--- src/rtl/send_ins_if.sv ---
// Outbound write-queue link: byte, push strobe and the queue-full back-pressure flag.
interface send_ins_if;
    logic [7:0] out_write;
    logic       pp_write;
    logic       fu_write;

    modport master (output out_write, output pp_write, input fu_write);
    modport slave  (input out_write, input pp_write, output fu_write);
endinterface

--- src/rtl/send_ins.sv ---
// Transmit-side packet encoder: buffers ADC samples and digital snapshots and
// emits each one as a two-byte packet (header, payload) into the write queue.
module send_ins #(
    parameter logic [2:0] ANALOG_P  = 3'b010,
    parameter logic [2:0] DIGITAL_P = 3'b001
) (
    input  logic        clk,
    input  logic        rst,
    input  logic [4:0]  activemods,
    input  logic [11:0] adc0_data,
    input  logic        adc0_valid,
    input  logic [11:0] adc1_data,
    input  logic        adc1_valid,
    input  logic [7:0]  din,
    input  logic        din_tick,
    send_ins_if.master  wq,
    output logic [2:0]  overrun,
    input  logic        clr_ovr
);

    localparam logic [1:0] IDLE = 2'd0;
    localparam logic [1:0] HDR  = 2'd1;
    localparam logic [1:0] PAY  = 2'd2;

    logic [1:0]  state;
    logic [15:0] word;
    logic [15:0] word_next;
    logic [11:0] adc0_buf;
    logic [11:0] adc1_buf;
    logic [7:0]  din_buf;
    logic [2:0]  pending;
    logic [2:0]  latch;
    logic [2:0]  strobe;
    logic [2:0]  en;
    logic        unused_mods;

    // Source index order everywhere: [0] digital, [1] ADC0, [2] ADC1.
    assign strobe      = {adc1_valid, adc0_valid, din_tick};
    assign en          = activemods[2:0];
    assign unused_mods = ^activemods[4:3];

    always_comb begin
        latch     = 3'b000;
        word_next = 16'h0000;
        if (state == IDLE) begin
            if (pending[1]) begin
                latch[1]  = 1'b1;
                word_next = {ANALOG_P, 1'b0, adc0_buf};
            end else if (pending[2]) begin
                latch[2]  = 1'b1;
                word_next = {ANALOG_P, 1'b1, adc1_buf};
            end else if (pending[0]) begin
                latch[0]  = 1'b1;
                word_next = {DIGITAL_P, 5'b00000, din_buf};
            end
        end
    end

    // A new strobe always re-arms pending, even on the edge its old value is latched.
    always_ff @(posedge clk) begin
        if (rst) begin
            adc0_buf <= 12'h000;
            adc1_buf <= 12'h000;
            din_buf  <= 8'h00;
            pending  <= 3'b000;
            overrun  <= 3'b000;
        end else begin
            if (adc0_valid && en[1]) adc0_buf <= adc0_data;
            if (adc1_valid && en[2]) adc1_buf <= adc1_data;
            if (din_tick && en[0])   din_buf  <= din;
            for (int i = 0; i < 3; i++) begin
                if (strobe[i] && en[i])
                    pending[i] <= 1'b1;
                else if (!en[i] || latch[i])
                    pending[i] <= 1'b0;

                if (strobe[i] && en[i] && pending[i] && !latch[i])
                    overrun[i] <= 1'b1;
                else if (clr_ovr)
                    overrun[i] <= 1'b0;
            end
        end
    end

    always_ff @(posedge clk) begin
        if (rst) begin
            state        <= IDLE;
            word         <= 16'h0000;
            wq.pp_write  <= 1'b0;
            wq.out_write <= 8'h00;
        end else begin
            case (state)
                IDLE: begin
                    wq.pp_write <= 1'b0;
                    if (|latch) begin
                        word  <= word_next;
                        state <= HDR;
                    end
                end
                HDR: begin
                    if (!wq.fu_write) begin
                        wq.pp_write  <= 1'b1;
                        wq.out_write <= word[15:8];
                        state        <= PAY;
                    end else begin
                        wq.pp_write <= 1'b0;
                    end
                end
                PAY: begin
                    if (!wq.fu_write) begin
                        wq.pp_write  <= 1'b1;
                        wq.out_write <= word[7:0];
                        state        <= IDLE;
                    end else begin
                        wq.pp_write <= 1'b0;
                    end
                end
                default: begin
                    wq.pp_write <= 1'b0;
                    state       <= IDLE;
                end
            endcase
        end
    end

endmodule

--- src/flat_wrapper.sv ---
// flat-port wrapper written by rule: the top's interface ports become plain ports
module send_ins_flat 
#(
    parameter logic [2:0] ANALOG_P  = 3'b010,
    parameter logic [2:0] DIGITAL_P = 3'b001
)
  (clk, rst, activemods, adc0_data, adc0_valid, adc1_data, adc1_valid, din, din_tick, overrun, clr_ovr, wq_out_write, wq_pp_write, wq_fu_write);
  send_ins_if wq_i ();
  input  logic clk;
  input  logic rst;
  input  logic [4:0] activemods;
  input  logic [11:0] adc0_data;
  input  logic adc0_valid;
  input  logic [11:0] adc1_data;
  input  logic adc1_valid;
  input  logic [7:0] din;
  input  logic din_tick;
  output logic [2:0] overrun;
  input  logic clr_ovr;
  output wire logic [$bits(wq_i.out_write)-1:0] wq_out_write;
  output wire logic [$bits(wq_i.pp_write)-1:0] wq_pp_write;
  input wire logic [$bits(wq_i.fu_write)-1:0] wq_fu_write;
  assign wq_out_write = wq_i.out_write;
  assign wq_pp_write = wq_i.pp_write;
  assign wq_i.fu_write = wq_fu_write;
  send_ins #(.ANALOG_P(ANALOG_P), .DIGITAL_P(DIGITAL_P)) u_core (.clk(clk), .rst(rst), .activemods(activemods), .adc0_data(adc0_data), .adc0_valid(adc0_valid), .adc1_data(adc1_data), .adc1_valid(adc1_valid), .din(din), .din_tick(din_tick), .wq(wq_i), .overrun(overrun), .clr_ovr(clr_ovr));
endmodule
--- config.mk ---
export PLATFORM = sky130hd
export DESIGN_NAME = send_ins_flat
export DESIGN_NICKNAME = d
export VERILOG_FILES = /design/src/rtl/send_ins_if.sv /design/src/rtl/send_ins.sv /design/src/flat_wrapper.sv
export SDC_FILE = /design/constraint.sdc
export NUM_CORES = 1
export LEC_CHECK = 0
export ABC_CLOCK_PERIOD_IN_PS = 3700
export CORE_ASPECT_RATIO = 0.9
export CORE_MARGIN = 5
export CORE_UTILIZATION = 54
export CTS_CLUSTER_SIZE = 8
export DETAILED_ROUTE_END_ITERATION = 6
export PLACE_DENSITY = 0.83
export SYNTH_ARGS = -nofsm -noshare
export SYNTH_HDL_FRONTEND = slang
export SYNTH_SLANG_ARGS = --single-unit
--- constraint.sdc ---
create_clock -name clk -period 3.7 [get_ports clk]
set_clock_uncertainty 0.2 [all_clocks]
set_input_delay 0.74 -clock clk [delete_from_list [all_inputs] [get_ports clk]]
set_output_delay 0.74 -clock clk [all_outputs]
set_load 0.01 [all_outputs]
**Word level (Yosys, flattened, before mapping)**

Index checks and enable logic that the tools add are counted.
Widths: inputs -> output; s select.

- Equality and inequality tests: 5
- Multiplexer cells: 28
- Bitwise operators: 1
- Reductions and logical operators: 32

Operators with widths:

| operator | number |
|---|---|
| $mux 16 | 2 |
| $mux 1 | 17 |
| $mux 8 | 2 |
| $pmux 8 s2 | 1 |
| $mux 14 | 1 |
| $reduce_bool 2->1 | 7 |
| $logic_and 1x1->1 | 9 |
| $logic_not 1->1 | 6 |
| $mux 2 | 3 |
| $ne 2x2->1 const B | 3 |
| $pmux 2 s3 | 1 |
| $reduce_and 3->1 | 2 |
| $reduce_or 2->1 | 2 |
| $logic_or 1x1->1 | 3 |
| $mux 3 | 1 |
| $reduce_or 3->1 | 1 |
| $eq 2x1->1 const B | 1 |
| $eq 2x2->1 const B | 1 |
| $logic_not 2->1 | 1 |
| $reduce_and 2->1 | 1 |
| $not 1->1 | 1 |

- Register bits after elaboration: 65
- Input bits: 44
- Output and inout port bits: 12
- Word-level logic and storage cells: 79

**Longest topological paths before layout**

- Depth after elaboration: 7
- Depth in mapped cells: 7
- Gate-level depth less buffers: 5

**Worst setup path before layout**

OpenSTA, ideal clock, no wires.

- Path type: input to register
- Start: in rst
- End: reg u_core.overrun[2]
- Setup time: 0.128 ns
- Data arrival time: 1.520 ns
- Data required time: 3.372 ns
- Path slack: 1.852 ns
- Cell stages on the path: 4
- Path buffers: 3
- Path through: buf_2 -> clkbuf_1 -> clkbuf_1 -> nor2_1

RTL lines:

| item | line | text |
|---|---|---|
| start: declaration | flat_wrapper.sv:10 | `input logic rst;` |
| end signal: assignment | send_ins.sv:66 | `overrun <= 3'b000;` |
| end signal: indexed assignment | send_ins.sv:78 | `overrun[i] <= 1'b1;` |
| end signal: indexed assignment | send_ins.sv:80 | `overrun[i] <= 1'b0;` |
| end: declaration | send_ins.sv:17 | `output logic [2:0] overrun,` |

No word-level cell between the ends.

**Final worst setup path**

- Start: reg u_core.overrun[2]
- End: out overrun[2]

RTL lines:

| item | line | text |
|---|---|---|
| end: declaration | flat_wrapper.sv:18 | `output logic [2:0] overrun;` |

No word-level cell between the ends.

==> results_dict.tcl <==
set metrics [dict create \
    viasPerCell 5.44 \
    place.gp.congestion 0.761 \
    postSynthCellCount 305 \
    post_cts.repair.setup_buffers 0 \
    die_area_um2 6370 \
    crit_required_ns 2.76 \
    ys_dominant_reg_cell "dfxtp_1" \
    holdCritPathClass "reg -> reg" \
    hold_ws_ns 0.252 \
    num-nets-final 396 \
    grt_first_pass_wirelength_mm 9.66 \
    critPathBufInv 1 \
    path_clk_slew_ns 0.07 \
    synthesis.nets 353 \
    first_global_vias 2094 \
    area_delta_synth_final_pct 27.9 \
    antenna_cells 0 \
    layout-drive-gt1-share_pct 6.23 \
    vias 2273 \
    setup.worst_path.end "overrun[2]" \
    numCtsBuffers 9 \
    grt.overflow.total 0 \
    drtPass1Iterations 4 \
    grt_start_max_net_pins 36 \
    r2r_end "u_core.word[10]$_SDFFE_PP0P_" \
    worstMarginPinSlew_ns 0.926 \
    hpwl_mm 4.10 \
    critPathMaxFanout 2 \
    cp.depth 1 \
    drt_iter0_drc 86 \
    worst_slack_ns 1.54 \
    worstHoldStart "u_core.adc0_buf[0]$_SDFFE_PP0N_" \
    syn-cell-area_um2 2630 \
    synth_common_cells "64 x dfxtp_1, 63 x nand2_1, 37 x a21oi_1, 16 x nor2_1, 14 x clkbuf_1" \
    core_um2 4770 \
    period_needed_ns 2.16 \
    fin_crit_sh_pct 58.4 \
    yosys_warnings 0 \
    drt_wl_total_mm 5.75 \
    worstSetupEndpointType "output port" \
    clock-root-buffer "clkbuf_8" \
    antenna_found_initial 0 \
    cpMaxStageDelayCell "clkdlybuf4s50_1" \
    port-buffer-count 53 \
    initial_utilization_pct 55.1 \
    yosysTopAreaCellShare_pct 48.7 \
    ys_ff_latch 64 \
    clk-insertion-delay-late_ns 0.35 \
    dieHeight_um 76.2 \
    worstPathArrival_ns 1.22 \
    synth.area.top_cells "dfxtp_1 49%, nand2_1 9.0%, a21oi_1 7.0%, mux2i_1 3.4%, nand2b_1 3.1%" \
    synth_cell_types 39 \
    clockBufferDepth 2 \
    crit_type "reg -> out" \
    peakVddDrop_mv 0.394 \
    post_drt_wl_per_cell_um 13.8 \
    r2r_cells 3 \
    startpoint_type "register" \
    die_x_um 83.6 \
    crit_path_start "u_core.overrun[2]$_SDFFE_PP0P_" \
    cts_sinks 64 \
    rrSetupSlack_ns 1.62 \
    postSynthAreaPerCell_um2 8.63 \
    clock.fmax_mhz 463 \
    synth_edf_count 0 \
    status "complete, no violations" \
    critPathTopFamily "buffers and inverters" \
    drc 0 \
    cts_resized 0 \
    relSlewSlack_pct 38.2 \
    async_reset_ff_share_pct 0 \
    cts_tree "built" \
    p_per_area_nw_per_um2 556 \
    fp-row-count 24 \
    max_cap_viol_count 0 \
    cts_hold_repair.buffers 0 \
    ant_nets 0 \
    io_pins 56 \
    synth_seq_area_share_pct 48.7 \
    yosysMostFrequentCell "dfxtp_1" \
    crit_path_max_incr_delay_ns 0.54 \
    finalMaxSlewViolations 0 \
    cts.htree.levels 3 \
    p_leak_uw 0.00119 \
    grtUsageTotal_pct 19.0 \
    tns_ns 0 \
    dp_slack_ns 1.45 \
    rsz0062_at_grt "no" \
    setup_viol 0 \
    hold_violations 0 \
    yosysTopAreaCell "dfxtp_1" \
    rr_startpoint "u_core.pending[1]$_SDFFE_PP0P_" \
    path_cells "clkdlybuf4s50_1" \
]
how the worst min path moves through the flow:
stage	endpoint	slack (ns)	cells past startpoint
6_report	u_core.adc0_buf[0]$_SDFFE_PP0N_	0.25	2
5_1_grt	u_core.adc0_buf[2]$_SDFFE_PP0N_	0.27	2
4_1_cts	u_core.adc0_buf[0]$_SDFFE_PP0N_	0.25	2
3_5_place_dp	u_core.adc0_buf[0]$_SDFFE_PP0N_	0.24	2
3_3_place_gp	u_core.adc0_buf[5]$_SDFFE_PP0N_	0.24	2
2_1_floorplan	u_core.adc0_buf[0]$_SDFFE_PP0N_	0.23	2
state kept, by name, summed over array words and instances (netlist names):
signal               cells
u_core.pending           3
u_core.din_buf           8
u_core.state             2
u_core.wq.pp_write       1
u_core.adc1_buf         12
u_core.adc0_buf         12
u_core.overrun           3
u_core.wq.out_write      8
u_core.word             15
through the flow:
stage	power (µW)	instances	area [µm²]	util (%)
after floorplan	1090	305	2630	-
after global placement	1220	402	3150	65.9
after detailed placement	1230	402	3150	65.9
after CTS	1890	418	3370	70.5
after global routing	1980	418	3370	70.5
final	1870	418	3370	70.5
where the power goes:
part	switching [µW]	internal (µW)	leakage (µW)	total (µW)
clock	276	378	0.000101	654
combinational	217	200	0.000563	417
sequential	43.7	758	0.000523	802
total	537	1340	0.00119	1870
worst min-delay path: stages, from the launching register on:
cell	delay, ns
dfxtp_1	0.31
nand2_1	0.05
a21oi_1	0.05
placed cells by master, fill, tap and decap left out, types with 3 or more instances in the layout:
cell and instances:
a211oi_1 7, a21oi_1 37, a221o_1 6, a221oi_1 6, a32o_1 6, clkbuf_8 9, clkdlybuf4s50_1 52, clkinvlp_4 3
dfxtp_1 64, ha_1 4, inv_1 8, mux2i_1 9, nand2_1 63, nand2b_1 13, nand3_1 10, nor2_1 16
nor2b_1 3, nor3_1 4, o21ai_0 3
layout make-up:
| class | instances | area [µm²] |
|---|---|---|
| well taps | 65 | 81.3 |
| clock inverters | 7 | 96.3 |
| fillers | 393 | 1410 |
| clock buffers | 9 | 124 |
| flip-flops and latches | 64 | 1280 |
| multi-input cells | 211 | 1220 |
| inverters | 8 | 30.0 |
| repair buffers | 54 | 533 |
metal layers:
| metal | track usage, % | wire, µm |
|---|---|---|
| met1 | 23.3 | 2560 |
| met2 | 29.4 | 2690 |
| met3 | 8.86 | 391 |
| met4 | 6.59 | 113 |
| met5 | 0 | 0 |
kinds of logic after synthesis:
family	count (synthesis)	synth area share (%)
flops	64	48.7
fa+ha+maj	4	1.90
compound gates	79	20.5
buf+inv	30	4.99
simple gates	119	20.5
mux	9	3.42
No activity file was read; power rests on OpenSTA's default activity.
